## src/rtl/cache_write_buffer_pkg.sv

```systemverilog
// Shared widths and drain FSM encoding for the cache write buffer.
// Imported by the buffer top; sizes default the top's parameters.
package cache_write_buffer_pkg;

  localparam int MEM_ADDR_SIZE = 32;
  localparam int WORD_SIZE_BIT = 32;
  localparam int WBUF_DEPTH    = 4;

  typedef enum logic {
    WB_IDLE  = 1'b0,
    WB_WRITE = 1'b1
  } wb_state_t;

endpackage

```

## src/rtl/cache_write_buffer_cam_match.sv

```systemverilog
// Word-address CAM over the buffer slots; reports youngest match.
// Ports: valid/addrs per slot, probe address, tail -> hit, index.
module wbuf_cam_match #(
  parameter int DEPTH  = 4,
  parameter int ADDR_W = 32
) (
  input  logic [DEPTH-1:0]             valid,
  input  logic [DEPTH-1:0][ADDR_W-1:0] addrs,
  input  logic [ADDR_W-1:0]            probe,
  input  logic [$clog2(DEPTH)-1:0]     tail,
  output logic                         hit,
  output logic [$clog2(DEPTH)-1:0]     index
);

  localparam int PW = $clog2(DEPTH);

  logic [PW-1:0] idx;

  // Walk oldest (tail) to youngest (tail-1); the last match wins.
  always_comb begin
    hit   = 1'b0;
    index = '0;
    idx   = '0;
    for (int k = DEPTH; k >= 1; k--) begin
      idx = tail - PW'(k);
      if (valid[idx] &&
          addrs[idx][ADDR_W-1:2] == probe[ADDR_W-1:2]) begin
        hit   = 1'b1;
        index = idx;
      end
    end
  end

endmodule

```

## src/rtl/cache_write_buffer.sv

```systemverilog
// FIFO write buffer between D-cache and memory, with read forwarding.
// Ports: clock/reset; push_*/full from cache; lookup_* probe and
// buffer_hit/lookup_data; mem_write/mem_addr/mem_data/mem_ack drain
// handshake; empty/count status. Macro WBUF_COALESCE_EN enables
// in-place merging of pushes that hit a buffered word.
module cache_write_buffer
  import cache_write_buffer_pkg::*;
#(
  parameter int DEPTH  = WBUF_DEPTH,
  parameter int ADDR_W = MEM_ADDR_SIZE,
  parameter int DATA_W = WORD_SIZE_BIT
) (
  input  logic                     clock,
  input  logic                     reset,
  input  logic                     push_en,
  input  logic [ADDR_W-1:0]        push_addr,
  input  logic [DATA_W-1:0]        push_data,
  output logic                     full,
  input  logic                     lookup_en,
  input  logic [ADDR_W-1:0]        lookup_addr,
  output logic                     buffer_hit,
  output logic [DATA_W-1:0]        lookup_data,
  output logic                     mem_write,
  output logic [ADDR_W-1:0]        mem_addr,
  output logic [DATA_W-1:0]        mem_data,
  input  logic                     mem_ack,
  output logic                     empty,
  output logic [$clog2(DEPTH):0]   count
);

  localparam int PW = $clog2(DEPTH);
  localparam int CW = PW + 1;

  logic [DEPTH-1:0]             valid_q;
  logic [DEPTH-1:0][ADDR_W-1:0] addr_q;
  logic [DEPTH-1:0][DATA_W-1:0] data_q;
  logic [PW-1:0]                head_q;
  logic [PW-1:0]                tail_q;
  logic [CW-1:0]                count_q;
  wb_state_t                    state_q;
  wb_state_t                    state_d;

  logic          pop;
  logic          push_ok;
  logic          coal;
  logic [PW-1:0] co_idx;
  logic          lk_hit;
  logic [PW-1:0] lk_idx;

  assign count     = count_q;
  assign full      = count_q == CW'(DEPTH);
  assign empty     = count_q == '0;
  assign mem_write = state_q == WB_WRITE;
  assign pop       = mem_write && mem_ack;
  assign mem_addr  = mem_write ? addr_q[head_q] : '0;
  assign mem_data  = mem_write ? data_q[head_q] : '0;

  wbuf_cam_match #(.DEPTH(DEPTH), .ADDR_W(ADDR_W)) u_lookup (
    .valid (valid_q),
    .addrs (addr_q),
    .probe (lookup_addr),
    .tail  (tail_q),
    .hit   (lk_hit),
    .index (lk_idx)
  );

  assign buffer_hit  = lookup_en && lk_hit;
  assign lookup_data = buffer_hit ? data_q[lk_idx] : '0;

`ifdef WBUF_COALESCE_EN
  logic [DEPTH-1:0] co_valid;
  logic             co_hit;

  // The head is already on the bus while draining; never merge into it.
  always_comb begin
    co_valid = valid_q;
    if (mem_write) co_valid[head_q] = 1'b0;
  end

  wbuf_cam_match #(.DEPTH(DEPTH), .ADDR_W(ADDR_W)) u_coal (
    .valid (co_valid),
    .addrs (addr_q),
    .probe (push_addr),
    .tail  (tail_q),
    .hit   (co_hit),
    .index (co_idx)
  );

  assign coal    = push_en && co_hit;
  assign push_ok = push_en && !co_hit && !full;
`else
  assign coal    = 1'b0;
  assign co_idx  = '0;
  assign push_ok = push_en && !full;
`endif

  always_comb begin
    state_d = state_q;
    unique case (state_q)
      WB_IDLE:  if (!empty) state_d = WB_WRITE;
      WB_WRITE: if (mem_ack)
                  state_d = (count_q > CW'(1)) ? WB_WRITE : WB_IDLE;
      default:  state_d = WB_IDLE;
    endcase
  end

  // Push and pop never touch the same slot: pop implies count>=1,
  // and a push is refused when the ring is full (tail==head).
  always_ff @(posedge clock) begin
    if (reset) begin
      valid_q <= '0;
      addr_q  <= '0;
      data_q  <= '0;
      head_q  <= '0;
      tail_q  <= '0;
      count_q <= '0;
      state_q <= WB_IDLE;
    end else begin
      state_q <= state_d;
      if (push_ok) begin
        addr_q[tail_q]  <= push_addr;
        data_q[tail_q]  <= push_data;
        valid_q[tail_q] <= 1'b1;
        tail_q          <= tail_q + 1'b1;
      end
      if (coal) data_q[co_idx] <= push_data;
      if (pop) begin
        valid_q[head_q] <= 1'b0;
        head_q          <= head_q + 1'b1;
      end
      count_q <= count_q + CW'(push_ok) - CW'(pop);
    end
  end

endmodule

```

## config.mk

```make
export PLATFORM = sky130hd
export DESIGN_NAME = cache_write_buffer
export DESIGN_NICKNAME = d
export VERILOG_FILES = /design/src/rtl/cache_write_buffer_pkg.sv /design/src/rtl/cache_write_buffer_cam_match.sv /design/src/rtl/cache_write_buffer.sv
export SDC_FILE = /design/constraint.sdc
export NUM_CORES = 1
export LEC_CHECK = 0
export CELL_PAD_IN_SITES_DETAIL_PLACEMENT = 2
export CELL_PAD_IN_SITES_GLOBAL_PLACEMENT = 2
export CORE_UTILIZATION = 38
export CTS_CLUSTER_DIAMETER = 80
export DETAILED_ROUTE_END_ITERATION = 10
export GPL_TIMING_DRIVEN = 0
export PLACE_DENSITY = 0.86
export SYNTH_ARGS = -nofsm -noshare
export SYNTH_HDL_FRONTEND = slang
export SYNTH_HIERARCHICAL = 1
export SYNTH_SLANG_ARGS = --single-unit
```

## constraint.sdc

```tcl
create_clock -name clock -period 6.85 [get_ports clock]
set_clock_uncertainty 0.2 [all_clocks]
set_input_delay 1.7125 -clock clock [delete_from_list [all_inputs] [get_ports clock]]
set_output_delay 1.7125 -clock clock [all_outputs]
set_load 0.05 [all_outputs]
```

-- Word-level counts from Yosys, hierarchy flattened
Index checks and enable logic that the tools add are counted.
- register bits after elaboration: 268
- input port bits: 101
- output and inout port bits: 103
- add/sub/neg operators: 7
- magnitude comparators: 9
- eq/ne operators: 5
- multiplexer cells: 48
- bitwise operators: 4
- reduce and logical (&&, ||, !) cells: 11
- operator list (operator ; number):
    $bmux W32 S2 ; 7
    $mux W32 ; 11
    $bwmux W128 ; 2
    $eq A30 B30 Y1 ; 4
    $demux W32 S2 ; 1
    $lt A2 B3 Y1 const B ; 6
    $mux W1 ; 13
    $mux W4 ; 3
    $logic_and A1 B1 Y1 ; 9
    $bmux W1 S2 ; 4
    $mux W2 ; 4
    $add A2 B1 Y2 const B ; 2
    $and A4 B4 Y4 ; 1
    $demux W1 S2 ; 2
    $ge A2 B1 Y1 const B ; 2
    $not A4 Y4 ; 1
    $or A4 B4 Y4 ; 1
    $sub A2 B2 Y2 const B ; 2
    $add A3 B1 Y3 ; 1
    $eq A3 B3 Y1 const B ; 1
    $gt A3 B1 Y1 const B ; 1
    $logic_not A3 Y1 ; 1
    $sub A3 B1 Y3 ; 1
    $pmux W1 S2 ; 1
    3 further kinds ; 3

-- Logic depth before layout (Yosys ltp)
- depth in word-level cells: 11
- mapped depth: 17

-- Modules after synthesis
Netlist, hierarchy kept.
- modules (own cells, without submodules) (module ; times used ; cells each ; area an instance (µm²)):
    cache_write_buffer ; 1 ; 1195 ; 13701.9
    wbuf_cam_match ; 1 ; 527 ; 4702.0

-- Least setup slack after synthesis
OpenSTA, ideal clock, no wires.
- path type: input to output
- start point: in lookup_addr[8]
- end point: out lookup_data[10]
- arrival time: 4.974 ns
- required time: 4.938 ns
- slack: -0.036 ns
- stages: 11
- buffers on the path: 3
- cell sequence: clkbuf_1 a22oi_1 o221ai_1 or4_1 a211o_1 o311a_1 a21oi_1 clkbuf_1 buf_2 mux4_2 nor2b_1
- word-level cells in the longest chain between the ends: 9
- ends and longest elaborated chain (what ; RTL line ; source):
    from (decl) ; cache_write_buffer.sv:20 ; input logic [ADDR_W-1:0] lookup_addr,
    $eq A30 B30 Y1 ; cache_write_buffer_cam_match.sv:27 ; addrs[idx][ADDR_W-1:2] == probe[ADDR_W-1:2]) begin
    $logic_and A1 B1 Y1 ; cache_write_buffer_cam_match.sv:26 ; if (valid[idx] &&
    $mux W2 (3 in a row) ; cache_write_buffer_cam_match.sv:26 ;
    $mux W2 * ; cache_write_buffer_cam_match.sv:26 ;
    named net lk_idx[0] ; cache_write_buffer.sv:48 ; logic [PW-1:0] lk_idx;
    $bmux W32 S2 * ; cache_write_buffer.sv:68 ; assign lookup_data = buffer_hit ? data_q[lk_idx] : '0;
    $mux W32 (not written as such) * ; cache_write_buffer.sv:68 ;
    $mux W32 * ; cache_write_buffer.sv:68 ;
    to (decl) ; cache_write_buffer.sv:22 ; output logic [DATA_W-1:0] lookup_data,
The timed path passes the listed nets; every way through them passes the cells marked *. The select of a mux whose other input is x is not followed.

-- Final worst setup path
- start point: reg tail_q[1]
- end point: out lookup_data[26]
- word-level cells in the longest chain between the ends: 11
- ends and longest elaborated chain (what ; RTL line ; source):
    from (decl) ; cache_write_buffer.sv:38 ; logic [PW-1:0] tail_q;
    from (signal assigned) ; cache_write_buffer.sv:124 ; tail_q <= tail_q + 1'b1;
    $sub A2 B2 Y2 or $bmux W32 S2 (tied branches) ; cache_write_buffer_cam_match.sv:25, cache_write_buffer_cam_match.sv:27 ;
    $bmux W32 S2 or $mux W32 (tied branches) ; cache_write_buffer_cam_match.sv:27 ;
    $mux W32 (not written as such) or $eq A30 B30 Y1 (tied branches) ; cache_write_buffer_cam_match.sv:27 ;
    $eq A30 B30 Y1 or $logic_and A1 B1 Y1 (tied branches) ; cache_write_buffer_cam_match.sv:27, cache_write_buffer_cam_match.sv:26 ;
    $logic_and A1 B1 Y1 or $mux W2 (tied branches) ; cache_write_buffer_cam_match.sv:26 ;
    $mux W2 (2 in a row) ; cache_write_buffer_cam_match.sv:26 ;
    $mux W2 * ; cache_write_buffer_cam_match.sv:26 ;
    named net lk_idx[0] ; cache_write_buffer.sv:48 ;
    $bmux W32 S2 * ; cache_write_buffer.sv:68 ;
    $mux W32 (not written as such) * ; cache_write_buffer.sv:68 ;
    $mux W32 * ; cache_write_buffer.sv:68 ;
Marks and branches as above.

==> run summary <==
Outcome: finished, violations left
Violated checks: negative setup slack
Synth area leader: dfxtp_1
Sink Count: 268
Reg2reg end: head_q[1]
Via-to-Cell Ratio: 6.32
Clock root cell: clkbuf_16
Mapped Cells: 1,722
Register area: 0.00537 mm^2
Area added between synthesis and finish: 27.2%
Syn. warnings: 6
Worst EP arrival: 5.01 ns
Fin util: 49.0%
CTS buffer count: 34
Seq/Total Area, Yosys: 29.2%
First-pass GRT wire length: 133,000 um
Combinational power share: 39.0%
Final Max Slew Viols: 0
DRT iter0 DRCs: 1,251
Clock network power share: 30.9%
Total GRT Usage: 37.1%
RSZ-0062 raised after global routing: true
Slowest cell on the critical path: mux4_2
Full die area: 0.0493 mm^2
VDD IR-drop max: 0.000190 V
Largest net degree at the start of global routing: 13
DRC violation count after routing: 0
Maximum root-to-sink buffer count: 3
CP Launch Type: flop
Hpwl dp: 62,300 um
RR Startpoint: head_q[1]
Fmax: 144 MHz
Mapped Nets: 1,835
Synth top cells by count: 373 x mux2i_1, 323 x nand2b_1, 268 x dfxtp_1
Vias in the first global route: 18,300
Drt total wl: 94,500 um
Layout cell share with drive strength beyond 1: 24.5%
Core area: 0.0477 mm^2
Setup crit end: lookup_data[26]
Final worst-path setup slack: -0.0717 ns
Hold/Removal Path Class: flop to flop
Synth cell types: 65
Slew HR: 25.8%
Remaining Overflow, GRT: 0
Max-Cap Viols: 0
H-tree depth: 2
Final setup viols: 27
Count leader, synth: mux2i_1
Worst setup path class: flop to output port
Detail Route Antenna Nets: 0
Internal power: 0.00387 W
Routed len/inst: 36.4 um
Die Span Y: 222 um
Routability congestion estimate: 1.02
DRT Pass-1 Iters: 5
Max incr delay on CP: 0.52 ns
Port Buffers: 176
Slew at the pin closest to its max-slew limit: 1.11 ns
Ys flop type: dfxtp_1
CTS tree: yes
Top cell type's share of synthesized area: 29.2%
FF-to-FF path depth: 6
Clock transition at path regs: 0.07 ns
Clock latency on the worst-skew pair: 0.58 ns
R2r setup slk: 4.23 ns
IO Pins: 204
Hold_buf cts: 0
Crit. End Element: output port
Register bit total from synthesis: 268
Multi-input logic area: 0.0128 mm^2
Site row count: 80
Initial antenna violation count: 5
Launch point of the worst path: tail_q[1]
Cell Count, Final, Fillers Out: 2,598
Cell area after placement: 0.0210 mm^2
Sequential power share: 30.1%
Async SR Flop Fraction: 0%
Post-route cell area: 0.0234 mm^2
Leak: 8.99 nW
Fillers: 4,675
Top cells by area, synth: dfxtp_1 29%, mux2i_1 20%, mux4_2 17%
NumNets Final: 2,070
Crit-path max FO: 10
Number of synthesized flops with an enable pin: 0
Total number of vias: 16,400
Req. time, crit path: 4.94 ns
Fin. Hold Viols: 0
Placed insts: 2,513
PwrDens: 272 mW/mm^2
Synthesized area: 0.0184 mm^2
Min Clock Period, post-route: 6.92 ns
Syn avg cell area: 10.7 um^2
Switching Fraction: 39.2%
Initial core utilization: 38.5%
CP Cell Sequence: buf_12 > buf_8 > buf_6 > mux2i_2 > o21ai_0 > nor4b_1 > a21oi_1 > or4_4 > a211oi_4 > o21ai_1 > a21oi_2 > buf_12 > clkbuf_16 > mux4_2 > nor2b_2 > buf_6
Fin crit share: 101%
Die Width: 222 um
Psw: 0.00249 W
==> cell families after synthesis <==
| group | Yosys count | synth area share [%] |
|---|---|---|
| muxes | 519 | 37.7 |
| and+or+nand+nor | 531 | 17.6 |
| xor gates and xnor gates | 102 | 4.85 |
| adders and majority gates | 12 | 0.857 |
| buffers and inverters | 177 | 5.53 |
| DFF | 268 | 29.2 |
| AOI/OAI and AO/OA | 113 | 4.32 |
==> stage by stage <==
step	hold WS, ns	TNS [ns]	setup slack [ns]	power (W)
after floorplan	0.245	0	0.169	0.00330
after global placement	0.258	-67.89	-2.14	0.00404
after detailed placement	0.271	-68.97	-2.20	0.00410
after CTS	0.283	0	0.000992	0.00622
after global routing	0.303	-0.228	-0.0303	0.00647
final	0.284	-1.04	-0.0717	0.00636
==> worst max-delay path: cells and delay by family (launching register included) <==
kind / cells / cell delay, ns
AOI/OAI and AO/OA: 5 / 0.90
buffers and inverters: 6 / 1.22
DFF: 1 / 0.39
muxes: 2 / 0.88
and+or+nand+nor: 3 / 1.02
==> power by group through the flow <==
stage	logic [W]	registers [W]	clock network, W
2_1_floorplan	0.00144	0.00186	0
3_3_place_gp	0.00215	0.00189	0
3_5_place_dp	0.00219	0.00191	0
4_1_cts	0.00236	0.00189	0.00197
5_1_grt	0.00253	0.00192	0.00202
6_report	0.00248	0.00191	0.00197
==> routing by layer <==
metal | GRT usage (%) | vias to the layer above | wire, um
met3 | 5.94 | 251 | 5120
met2 | 64.0 | 783 | 46800
met4 | 18.5 | 2 | 4620
met1 | 44.7 | 8737 | 38000
met5 | 0 | - | 19
li1 | - | 6651 | -
==> worst min path at each step <==
stage	from	to	slack, ns	cells after the start
global route	addr_q[33]	addr_q[33]	0.30	2
CTS	addr_q[33]	addr_q[33]	0.28	2
finish	addr_q[33]	addr_q[33]	0.28	2
floorplan	addr_q[32]	addr_q[32]	0.25	2
global placement	addr_q[97]	addr_q[97]	0.26	2
detailed placement	addr_q[33]	addr_q[33]	0.27	2
==> timing repair <==
item	in CTS	in global routing
resized for setup	374	114
endpoints found under the setup margin	33	33
gates cloned	1	2
buffers inserted	16	5
pin swaps	20	17
==> area by class of cell <==
cell class	instances	share of cell area (%)
well taps	615	3.29
clock inverters	10	0.668
repair buffers	199	8.47
flip-flops and latches	268	22.9
multi-input cells	1277	54.5
plain buffers	153	5.32
diodes	3	0.0321
clock buffers	49	4.39
inverters	24	0.385
==> cell usage in the layout, fill, tap and decap left out, drive strengths merged, types with 3 or more instances in the layout <==
cell	count
o21ai	21
a31oi	4
mux2i	374
a22oi	4
a221oi	8
o2bb2ai	4
inv	26
nor4	5
xor2	19
buf	143
clkinv	4
nand2	18
nor3	9
clkdlybuf4s50	136
o211ai	6
a32oi	3
mux4	138
clkbuf	119
nand4	17
nor2	25
xnor2	83
nand3	11
or4	4
a2111oi	5
nor4b	3
and2	71
a211oi	8
mux2	7
dfxtp	268
nor2b	34
and3	3
o21a	4
ha	11
diode	3
nand2b	323
a21oi	19
o22ai	10
==> registers in the layout, summed over array words and instances (netlist names) <==
register,cells
addr_q,128
valid_q,4
head_q,2
count,3
tail_q,2
mem_write,1
data_q,128
(Power assumes the default switching activity.)
